===== config.mk =====
export PLATFORM = sky130hd
export DESIGN_NAME = smbm_ctrl
export DESIGN_NICKNAME = d
export VERILOG_FILES = /design/src/rtl/smbm_ctrl.sv
export SDC_FILE = /design/constraint.sdc
export NUM_CORES = 1
export LEC_CHECK = 0
export ABC_AREA = 1
export CAP_MARGIN = 5
export CORE_AREA = 4 4 415 417
export DETAILED_ROUTE_END_ITERATION = 8
export DIE_AREA = 0 0 419 421
export HOLD_SLACK_MARGIN = 0.05
export PLACE_DENSITY = 0.34
export SKIP_CTS_REPAIR_TIMING = 1
export SYNTH_ARGS = -nofsm -noshare
export SYNTH_HDL_FRONTEND = slang
export SYNTH_SLANG_ARGS = --single-unit
export TNS_END_PERCENT = 100

===== constraint.sdc =====
create_clock -name clk -period 3.4 [get_ports clk]
set_clock_uncertainty 0.15 [all_clocks]
set_input_delay 0.34 -clock clk [delete_from_list [all_inputs] [get_ports clk]]
set_output_delay 0.34 -clock clk [all_outputs]
set_load 0.02 [all_outputs]

===== src/rtl/smbm_ctrl.sv =====
// Round-robin command scheduler in front of one smbm buffer. Rejects illegal commands
// locally, tracks occupancy, sequences the smbm reset and recovers from a hung done.
module smbm_ctrl #(
   parameter int unsigned NUM_REQ            = 4,
   parameter int unsigned BIT_VEC_SIZE       = 128,
   parameter int unsigned BIT_VEC_SIZE_LOG   = 7,
   parameter int unsigned NUM_OF_METRICS     = 8,
   parameter int unsigned NUM_OF_METRICS_LOG = 3,
   parameter int unsigned TIMEOUT            = 15
) (
   input  logic                                  clk,
   input  logic                                  rst_n,
   input  logic [NUM_REQ-1:0]                    req_valid,
   output logic [NUM_REQ-1:0]                    req_ready,
   input  logic [NUM_REQ*2-1:0]                  req_op,
   input  logic [NUM_REQ*BIT_VEC_SIZE_LOG-1:0]   req_id,
   input  logic [NUM_REQ*NUM_OF_METRICS*8-1:0]   req_metric,
   input  logic [NUM_REQ*BIT_VEC_SIZE-1:0]       req_mask,
   input  logic [NUM_REQ*NUM_OF_METRICS_LOG-1:0] req_metric_sel,
   input  logic [NUM_REQ*3-1:0]                  req_rmode,
   output logic                                  rsp_valid,
   output logic [$clog2(NUM_REQ)-1:0]            rsp_req,
   output logic [2:0]                            rsp_status,
   output logic                                  sm_rst,
   output logic [2:0]                            sm_opcode,
   output logic [BIT_VEC_SIZE_LOG-1:0]           sm_id,
   output logic [NUM_OF_METRICS*8-1:0]           sm_metric_val,
   output logic [BIT_VEC_SIZE-1:0]               sm_in,
   output logic [NUM_OF_METRICS_LOG-1:0]         sm_metricX,
   output logic [2:0]                            sm_opcode_in,
   input  logic                                  sm_done,
   output logic [BIT_VEC_SIZE_LOG:0]             count,
   output logic                                  full,
   output logic                                  empty
);

   localparam int unsigned RW = $clog2(NUM_REQ);
   localparam int unsigned TW = $clog2(TIMEOUT + 1);
   localparam int unsigned CW = BIT_VEC_SIZE_LOG + 1;

   localparam logic [1:0] OpAdd = 2'b00;
   localparam logic [1:0] OpDel = 2'b01;
   localparam logic [1:0] OpBad = 2'b11;

   localparam logic [2:0] StatOk      = 3'b000;
   localparam logic [2:0] StatFull    = 3'b001;
   localparam logic [2:0] StatDup     = 3'b010;
   localparam logic [2:0] StatAbsent  = 3'b011;
   localparam logic [2:0] StatTimeout = 3'b100;
   localparam logic [2:0] StatBadOp   = 3'b101;

   typedef enum logic [2:0] {StInit, StIdle, StIssue, StWait, StResp} state_e;

   state_e                          state_q, state_d;
   logic                            init_cnt_q, init_cnt_d;
   logic [TW-1:0]                   wait_cnt_q, wait_cnt_d;
   logic [RW-1:0]                   rr_ptr_q, rr_ptr_d;
   logic [BIT_VEC_SIZE-1:0]         bitmap_q, bitmap_d;
   logic [CW-1:0]                   count_q, count_d;
   logic [2:0]                      status_q, status_d;
   logic [RW-1:0]                   req_q;
   logic [1:0]                      op_q;
   logic [BIT_VEC_SIZE_LOG-1:0]     id_q;
   logic [NUM_OF_METRICS*8-1:0]     metric_q;
   logic [BIT_VEC_SIZE-1:0]         mask_q;
   logic [NUM_OF_METRICS_LOG-1:0]   msel_q;
   logic [2:0]                      rmode_q;

   logic                            found;
   logic                            grant;
   logic [RW-1:0]                   win;
   int unsigned                     win_i;
   logic [1:0]                      win_op;
   logic [BIT_VEC_SIZE_LOG-1:0]     win_id;

   // First valid requester at or after rr_ptr wins.
   always_comb begin
      found = 1'b0;
      win   = rr_ptr_q;
      for (int i = 0; i < NUM_REQ; i++) begin
         if (!found && req_valid[rr_ptr_q + RW'(i)]) begin
            found = 1'b1;
            win   = rr_ptr_q + RW'(i);
         end
      end
   end

   assign grant  = (state_q == StIdle) && found;
   assign win_i  = 32'(win);
   assign win_op = req_op[win_i*2 +: 2];
   assign win_id = req_id[win_i*BIT_VEC_SIZE_LOG +: BIT_VEC_SIZE_LOG];

   always_comb begin
      req_ready = '0;
      if (grant) req_ready[win] = 1'b1;
   end

   always_comb begin
      state_d    = state_q;
      init_cnt_d = 1'b0;
      wait_cnt_d = '0;
      rr_ptr_d   = rr_ptr_q;
      bitmap_d   = bitmap_q;
      count_d    = count_q;
      status_d   = status_q;
      unique case (state_q)
         StInit: begin
            bitmap_d   = '0;
            count_d    = '0;
            init_cnt_d = 1'b1;
            if (init_cnt_q) state_d = StIdle;
         end
         StIdle: begin
            if (found) begin
               rr_ptr_d = win + RW'(1);
               state_d  = StResp;
               if (win_op == OpBad)                            status_d = StatBadOp;
               else if (win_op == OpAdd && full)               status_d = StatFull;
               else if (win_op == OpAdd && bitmap_q[win_id])   status_d = StatDup;
               else if (win_op == OpDel && !bitmap_q[win_id])  status_d = StatAbsent;
               else                                            state_d  = StIssue;
            end
         end
         StIssue: state_d = StWait;
         StWait: begin
            if (sm_done) begin
               state_d  = StResp;
               status_d = StatOk;
            end else if (wait_cnt_q == TW'(TIMEOUT - 1)) begin
               state_d  = StResp;
               status_d = StatTimeout;
            end else begin
               wait_cnt_d = wait_cnt_q + TW'(1);
            end
         end
         StResp: begin
            if (status_q == StatTimeout) begin
               state_d = StInit;
            end else begin
               state_d = StIdle;
               if (status_q == StatOk && op_q == OpAdd) begin
                  bitmap_d[id_q] = 1'b1;
                  count_d        = count_q + CW'(1);
               end else if (status_q == StatOk && op_q == OpDel) begin
                  bitmap_d[id_q] = 1'b0;
                  count_d        = count_q - CW'(1);
               end
            end
         end
         default: state_d = StInit;
      endcase
   end

   always_ff @(posedge clk or negedge rst_n) begin
      if (!rst_n) begin
         state_q    <= StInit;
         init_cnt_q <= 1'b0;
         wait_cnt_q <= '0;
         rr_ptr_q   <= '0;
         bitmap_q   <= '0;
         count_q    <= '0;
         status_q   <= StatOk;
         req_q      <= '0;
         op_q       <= '0;
         id_q       <= '0;
         metric_q   <= '0;
         mask_q     <= '0;
         msel_q     <= '0;
         rmode_q    <= '0;
      end else begin
         state_q    <= state_d;
         init_cnt_q <= init_cnt_d;
         wait_cnt_q <= wait_cnt_d;
         rr_ptr_q   <= rr_ptr_d;
         bitmap_q   <= bitmap_d;
         count_q    <= count_d;
         status_q   <= status_d;
         if (grant) begin
            req_q    <= win;
            op_q     <= win_op;
            id_q     <= win_id;
            metric_q <= req_metric[win_i*NUM_OF_METRICS*8 +: NUM_OF_METRICS*8];
            mask_q   <= req_mask[win_i*BIT_VEC_SIZE +: BIT_VEC_SIZE];
            msel_q   <= req_metric_sel[win_i*NUM_OF_METRICS_LOG +: NUM_OF_METRICS_LOG];
            rmode_q  <= req_rmode[win_i*3 +: 3];
         end
      end
   end

   assign rsp_valid     = (state_q == StResp);
   assign rsp_req       = req_q;
   assign rsp_status    = status_q;
   assign sm_rst        = (state_q == StInit);
   assign sm_opcode     = (state_q == StIssue) ? {1'b0, op_q} : 3'b111;
   assign sm_id         = id_q;
   assign sm_metric_val = metric_q;
   assign sm_in         = mask_q;
   assign sm_metricX    = msel_q;
   assign sm_opcode_in  = rmode_q;
   assign count         = count_q;
   assign full          = (count_q == CW'(BIT_VEC_SIZE));
   assign empty         = (count_q == '0);

endmodule

## Word-level counts from Yosys, hierarchy flattened

Index checks and enable logic that the tools add are counted.

| operators by class | value |
|---|---|
| $add $sub $neg | 7 |
| bitwise gates (word level) | 3 |
| shift operators | 6 |
| muxes and demuxes | 52 |
| order comparisons | 9 |
| equality and inequality tests | 16 |
| multipliers | 2 |
| reductions and logical operators | 26 |

Operators by type and width:

| cell | number |
|---|---|
| $shiftx A512 B10 Y128 | 1 |
| $mux W128 | 3 |
| $pmux W128 S2 | 1 |
| $shiftx A256 B9 Y64 | 1 |
| $and A128 B128 Y128 | 1 |
| $not A128 Y128 | 1 |
| $or A128 B128 Y128 | 1 |
| $mux W3 | 15 |
| $shiftx A12 B33 Y3 | 1 |
| $shiftx A28 B6 Y7 | 1 |
| $mux W8 | 3 |
| $lt A7 B8 Y1 const B | 2 |
| $mux W4 | 4 |
| $pmux W8 S2 | 1 |
| $lt A2 B3 Y1 const B | 5 |
| $pmux W3 S5 | 1 |
| $mux W1 | 13 |
| $shiftx A12 B5 Y3 | 1 |
| $logic_and A1 B1 Y1 | 11 |
| $add A8 B1 Y8 const B | 1 |
| $bmux W1 S2 | 4 |
| $eq A8 B8 Y1 const B | 1 |
| $logic_not A8 Y1 | 1 |
| $shiftx A8 B4 Y2 | 1 |
| other kinds (31) | 46 |

| word-level totals | value |
|---|---|
| bits of input ports | 835 |
| output and inout bits | 229 |
| register bits | 358 |
| word-level logic and storage cells | 135 |

## Longest topological paths before layout

| logic depth | value |
|---|---|
| word-level depth | 24 |
| gate-level depth with buffers | 31 |
| depth with buffers taken out | 28 |

## Worst setup path after synthesis

OpenSTA, ideal clock, no wires.

| timing path | value |
|---|---|
| path type | reg2reg |
| from | register status_q[1], in the netlist rsp_status[1] |
| to | register count_q[7], in the netlist count[7] |
| setup time | 133 ps |
| data arrival time | 3161 ps |
| period minus slack after synthesis | 3443 ps |
| required time | 3117 ps |
| path slack | -43 ps |
| cell stages (with the launch flop) | 19 |
| path buffers | 2 |
| cells stage by stage | dfrtp_1 -> nor4_1 -> inv_1 -> nor2_1 -> clkbuf_1 -> clkbuf_1 -> inv_1 -> ha_1 -> nand2_1 -> nor2_1 -> a211oi_1 -> nor2_1 -> nor2_1 -> o21bai_1 -> nand2_1 -> nand2_1 -> a21oi_1 -> xor2_1 -> o22ai_1 |

| on the way | value |
|---|---|
| longest elaborated chain between the ends | 5 |
| elaborated cells on any way between the ends | 10 |
| classes of those cells | 3 x eq/ne; 3 x mux; 4 x reduce/logical |

RTL lines:

| what | RTL line | source |
|---|---|---|
| start, declared | 60 | `logic [2:0] status_q, status_d;` |
| start signal, assigned | 162 | `status_q <= StatOk;` |
| start signal, assigned | 177 | `status_q <= status_d;` |
| $logic_not A3 Y1 | 141, 144 |  |
| $logic_and A1 B1 Y1 | 141 | `if (status_q == StatOk && op_q == OpAdd) begin` |
| $mux W8 | 141 |  |
| $mux W8 | 137 | `if (status_q == StatTimeout) begin` |
| $pmux W8 S2 | 106 | `unique case (state_q)` |
| end signal, assigned | 176 | `count_q <= count_d;` |
| end, declared | 59 | `logic [CW-1:0] count_q, count_d;` |

Several ways; a longest one is shown, not always the timed one. The select of a mux whose other input is x is not followed.
A chain may end at the register's enable or synchronous reset.

## Worst setup path after layout

| timing path | value |
|---|---|
| from | register rr_ptr_q[0] |
| to | register status_q[1], in the netlist rsp_status[1] |

| on the way | value |
|---|---|
| longest elaborated chain between the ends | 22 |
| elaborated cells on any way between the ends | 44 |
| classes of those cells | 3 x add/sub; 1 x mul; 4 x eq/ne; 2 x shift; 22 x mux; 12 x reduce/logical |

RTL lines:

| what | RTL line | source |
|---|---|---|
| start, declared | 57 | `logic [RW-1:0] rr_ptr_q, rr_ptr_d;` |
| start signal, assigned | 174 | `rr_ptr_q <= rr_ptr_d;` |
| branches (longest 22 deep; another with $mul A2 B3 Y5) | -- |  |

Several ways; the timed one is not identified. The select of a mux whose other input is x is not followed.

==> results.py <==
metrics = {
    "status": {
        "status": "finished, violations left",
        "violations": "setup timing",
    },
    "setup_path": {
        "cp.arrival_ns": 3.96,
        "cp-end-kind": "flop",
        "critPathMostFrequentCell": "nand2_4",
        "r2r-start": "rr_ptr_q[0]",
        "cp.depth": 24,
        "path_buf_inv": 7,
        "reg2reg_slack_ns": -0.12,
        "worstSetupPathType": "flop to flop",
        "critPathTopFamily": "simple AND/OR/NAND/NOR gates",
        "max_stage_delay_ns": 0.44,
        "cp_cell_sequence": "buf_6, nand2_1, nand2_2, nand2_4, nand2_8, nor2_8, nand4_4, nand3_2, nand2_8, buf_12, buf_4, buf_4, clkbuf_16, a21oi_1, a31oi_1, buf_4, inv_1, nand3_4, nand2_4, nand2_4, nand4_4, nand2_4, nand2_2, nand2_2",
        "worstPathMaxFanout": 7,
        "rr_endpoint": "rsp_status[1]",
        "rr_worst_depth": 24,
        "worstPathRequired_ns": 3.84,
        "cpMaxStageDelayCell": "dfrtp_2",
        "crit_path_start_kind": "flop",
    },
    "synthesis": {
        "synth.most_common_cell": "nand2_1",
        "yosysUniqueCellTypes": 43,
        "yosysTopAreaCell": "dfrtp_1",
        "syn_area_um2": 23200,
        "synth_edf_count": 0,
        "syn_inst": 3483,
        "synth_common_cells": "nand2_1, o21ai_0, nor2_1",
        "syn_avg_cell_area_um2": 6.66,
        "synthesis.nets": 4331,
        "yosys_warnings": 0,
        "yosysTopAreaCellShare_pct": 38.6,
        "seq_area_frac_synth_pct": 38.6,
        "ys.flop_type": "dfrtp_1",
        "netlist_top_cells_area": "dfrtp_1, nand2_1, o21ai_0",
        "ys_async_sr_fraction_pct": 100,
        "ys_ff_latch": 358,
    },
    "clock_tree": {
        "cts_root_buf": "clkbuf_16",
        "clockBufferDepth": 3,
        "htreeDepth": 2,
        "tritoncts": "yes",
        "cts_buffers": 54,
        "path_clk_slew_ns": 0.07,
        "clkLatencyLatePin_ns": 0.69,
        "clock_sinks": 358,
    },
    "grt": {
        "antenna_found_initial": 47,
        "grt_max_degree": 160,
        "gr-usage-all-layers_pct": 20.3,
        "grt_pass1_wl_um": 253000,
        "grt_pass1_vias": 29500,
        "grt_overflow": 0,
    },
    "floorplan": {
        "core_um2": 169000,
        "die_x_um": 419,
        "row_count": 151,
        "die-area_um2": 176000,
        "dieHeight_um": 421,
        "ios": 1064,
        "start_util_pct": 13.7,
    },
    "power": {
        "power_mw": 63.5,
        "cellPowerDensity_nw_per_um2": 1530,
        "power_leakage_nw": 17.1,
        "vdd_ir_drop_max_uv": 1080,
    },
    "layout": {
        "syn2layout_area_growth_pct": 78.9,
        "seqCellArea_um2": 8960,
        "final_cell_area_um2": 41500,
        "fill_cells": 18700,
        "multi_input_area_um2": 13100,
        "drive_gt1_share_pct": 12.2,
        "nets": 5461,
    },
    "place": {
        "hpwl_um": 153000,
        "io_buffers": 1063,
        "place.gp.congestion": 0.921,
        "preCtsSetupSlack_ns": -0.665,
        "dpl_cell_area_um2": 37800,
    },
    "worst_hold_path": {
        "hp-class": "input pin to async pin",
    },
    "flow_run": {
        "drv_cap": 0,
    },
    "routing": {
        "dr_total_vias": 30200,
        "ant_nets": 0,
        "drt_iter0_drc": 2533,
        "via_per_inst": 4.38,
        "drcViolationCount": 0,
        "first_pass_iters": 7,
        "wl_per_cell_um": 28.1,
        "drt-total-wl_um": 194000,
    },
    "timing": {
        "rsz0062_at_grt": "true",
        "fmax_ghz": 0.284,
        "final-setup-viol-count": 11,
        "slew_violations": 0,
        "final.period_utilization_pct": 104,
        "hold_violations": 0,
        "tightest_slew_ns": 0.995,
        "max_slew_margin_pct": 33.6,
        "post-route-min-period_ns": 3.52,
        "setup_ws_ns": -0.124,
        "hold-worst-slack_ns": 0.0630,
        "tns_ns": -0.745,
    },
}
[through the flow]
stage,utilization [%],instances
floorplan,-,3483
global placement,22.4,6726
detailed placement,22.4,6726
CTS,23.6,6826
global route,24.6,6884
finish,24.6,6892
[logic make-up after synthesis]
family	Yosys count	share of synthesized area (%)
adders and majority gates	13	0.734
AOI/OAI and AO/OA	941	22.7
and+or+nand+nor	1683	29.5
xor gates and xnor gates	6	0.227
DFF	358	38.6
buffers and inverters	482	8.21
[where the power goes]
| part | total, mW | leakage [nW] | internal, mW | switching, mW |
|---|---|---|---|---|
| clock | 6.28 | 0.950 | 3.85 | 2.43 |
| combinational | 49.9 | 11.5 | 18.4 | 31.5 |
| sequential | 7.34 | 4.66 | 5.71 | 1.63 |
| total | 63.5 | 17.1 | 27.9 | 35.5 |
[sequential cells by signal, summed over array words and instances (netlist names)]
name           flops
bitmap_q         128
sm_in            128
sm_metric_val     64
count              8
sm_id              7
wait_cnt_q         4
rsp_status         3
sm_metricX         3
sm_opcode_in       3
state_q            3
op_q               2
rr_ptr_q           2
rsp_req            2
init_cnt_q         1
[per-layer routing]
metal | part of all wire, % | track usage [%]
met3 | 5.8 | 4.01
met4 | 2.3 | 3.56
met5 | 0.065 | 0
met2 | 47 | 33.8
met1 | 45 | 27.5
[cell usage in the layout, fill, tap and decap left out, drive strengths merged, types with 8 or more instances in the layout]
cell / count
o311ai: 26
dfrtp: 358
clkdlybuf4s50: 1058
o21ai: 594
clkbuf: 97
bufinv: 8
ha: 12
buf: 289
diode: 17
inv: 189
a21oi: 15
nand2: 826
clkinv: 11
nand3: 172
nor3: 111
nor2: 557
o22ai: 282
[layout make-up]
class | instances | share of cell area (%)
Timing Repair Buffer | 1365 | 33.5
Multi-Input combinational cell | 2643 | 31.6
Sequential cell | 358 | 21.6
Tap cell | 2218 | 6.69
Clock buffer | 80 | 3.83
Inverter | 191 | 1.81
Clock inverter | 20 | 0.893
Antenna cell | 17 | 0.103
[worst max-delay path by stage]
stage,from,to
2_1_floorplan,rr_ptr_q[1],req_ready[0]
3_3_place_gp,req_valid[2],sm_in[89]
3_5_place_dp,req_valid[3],sm_in[84]
4_1_cts,rr_ptr_q[0],req_ready[3]
5_1_grt,rr_ptr_q[0],rsp_status[1]
6_report,rr_ptr_q[0],rsp_status[1]
Note: power is estimated with default switching activity, not from simulation.
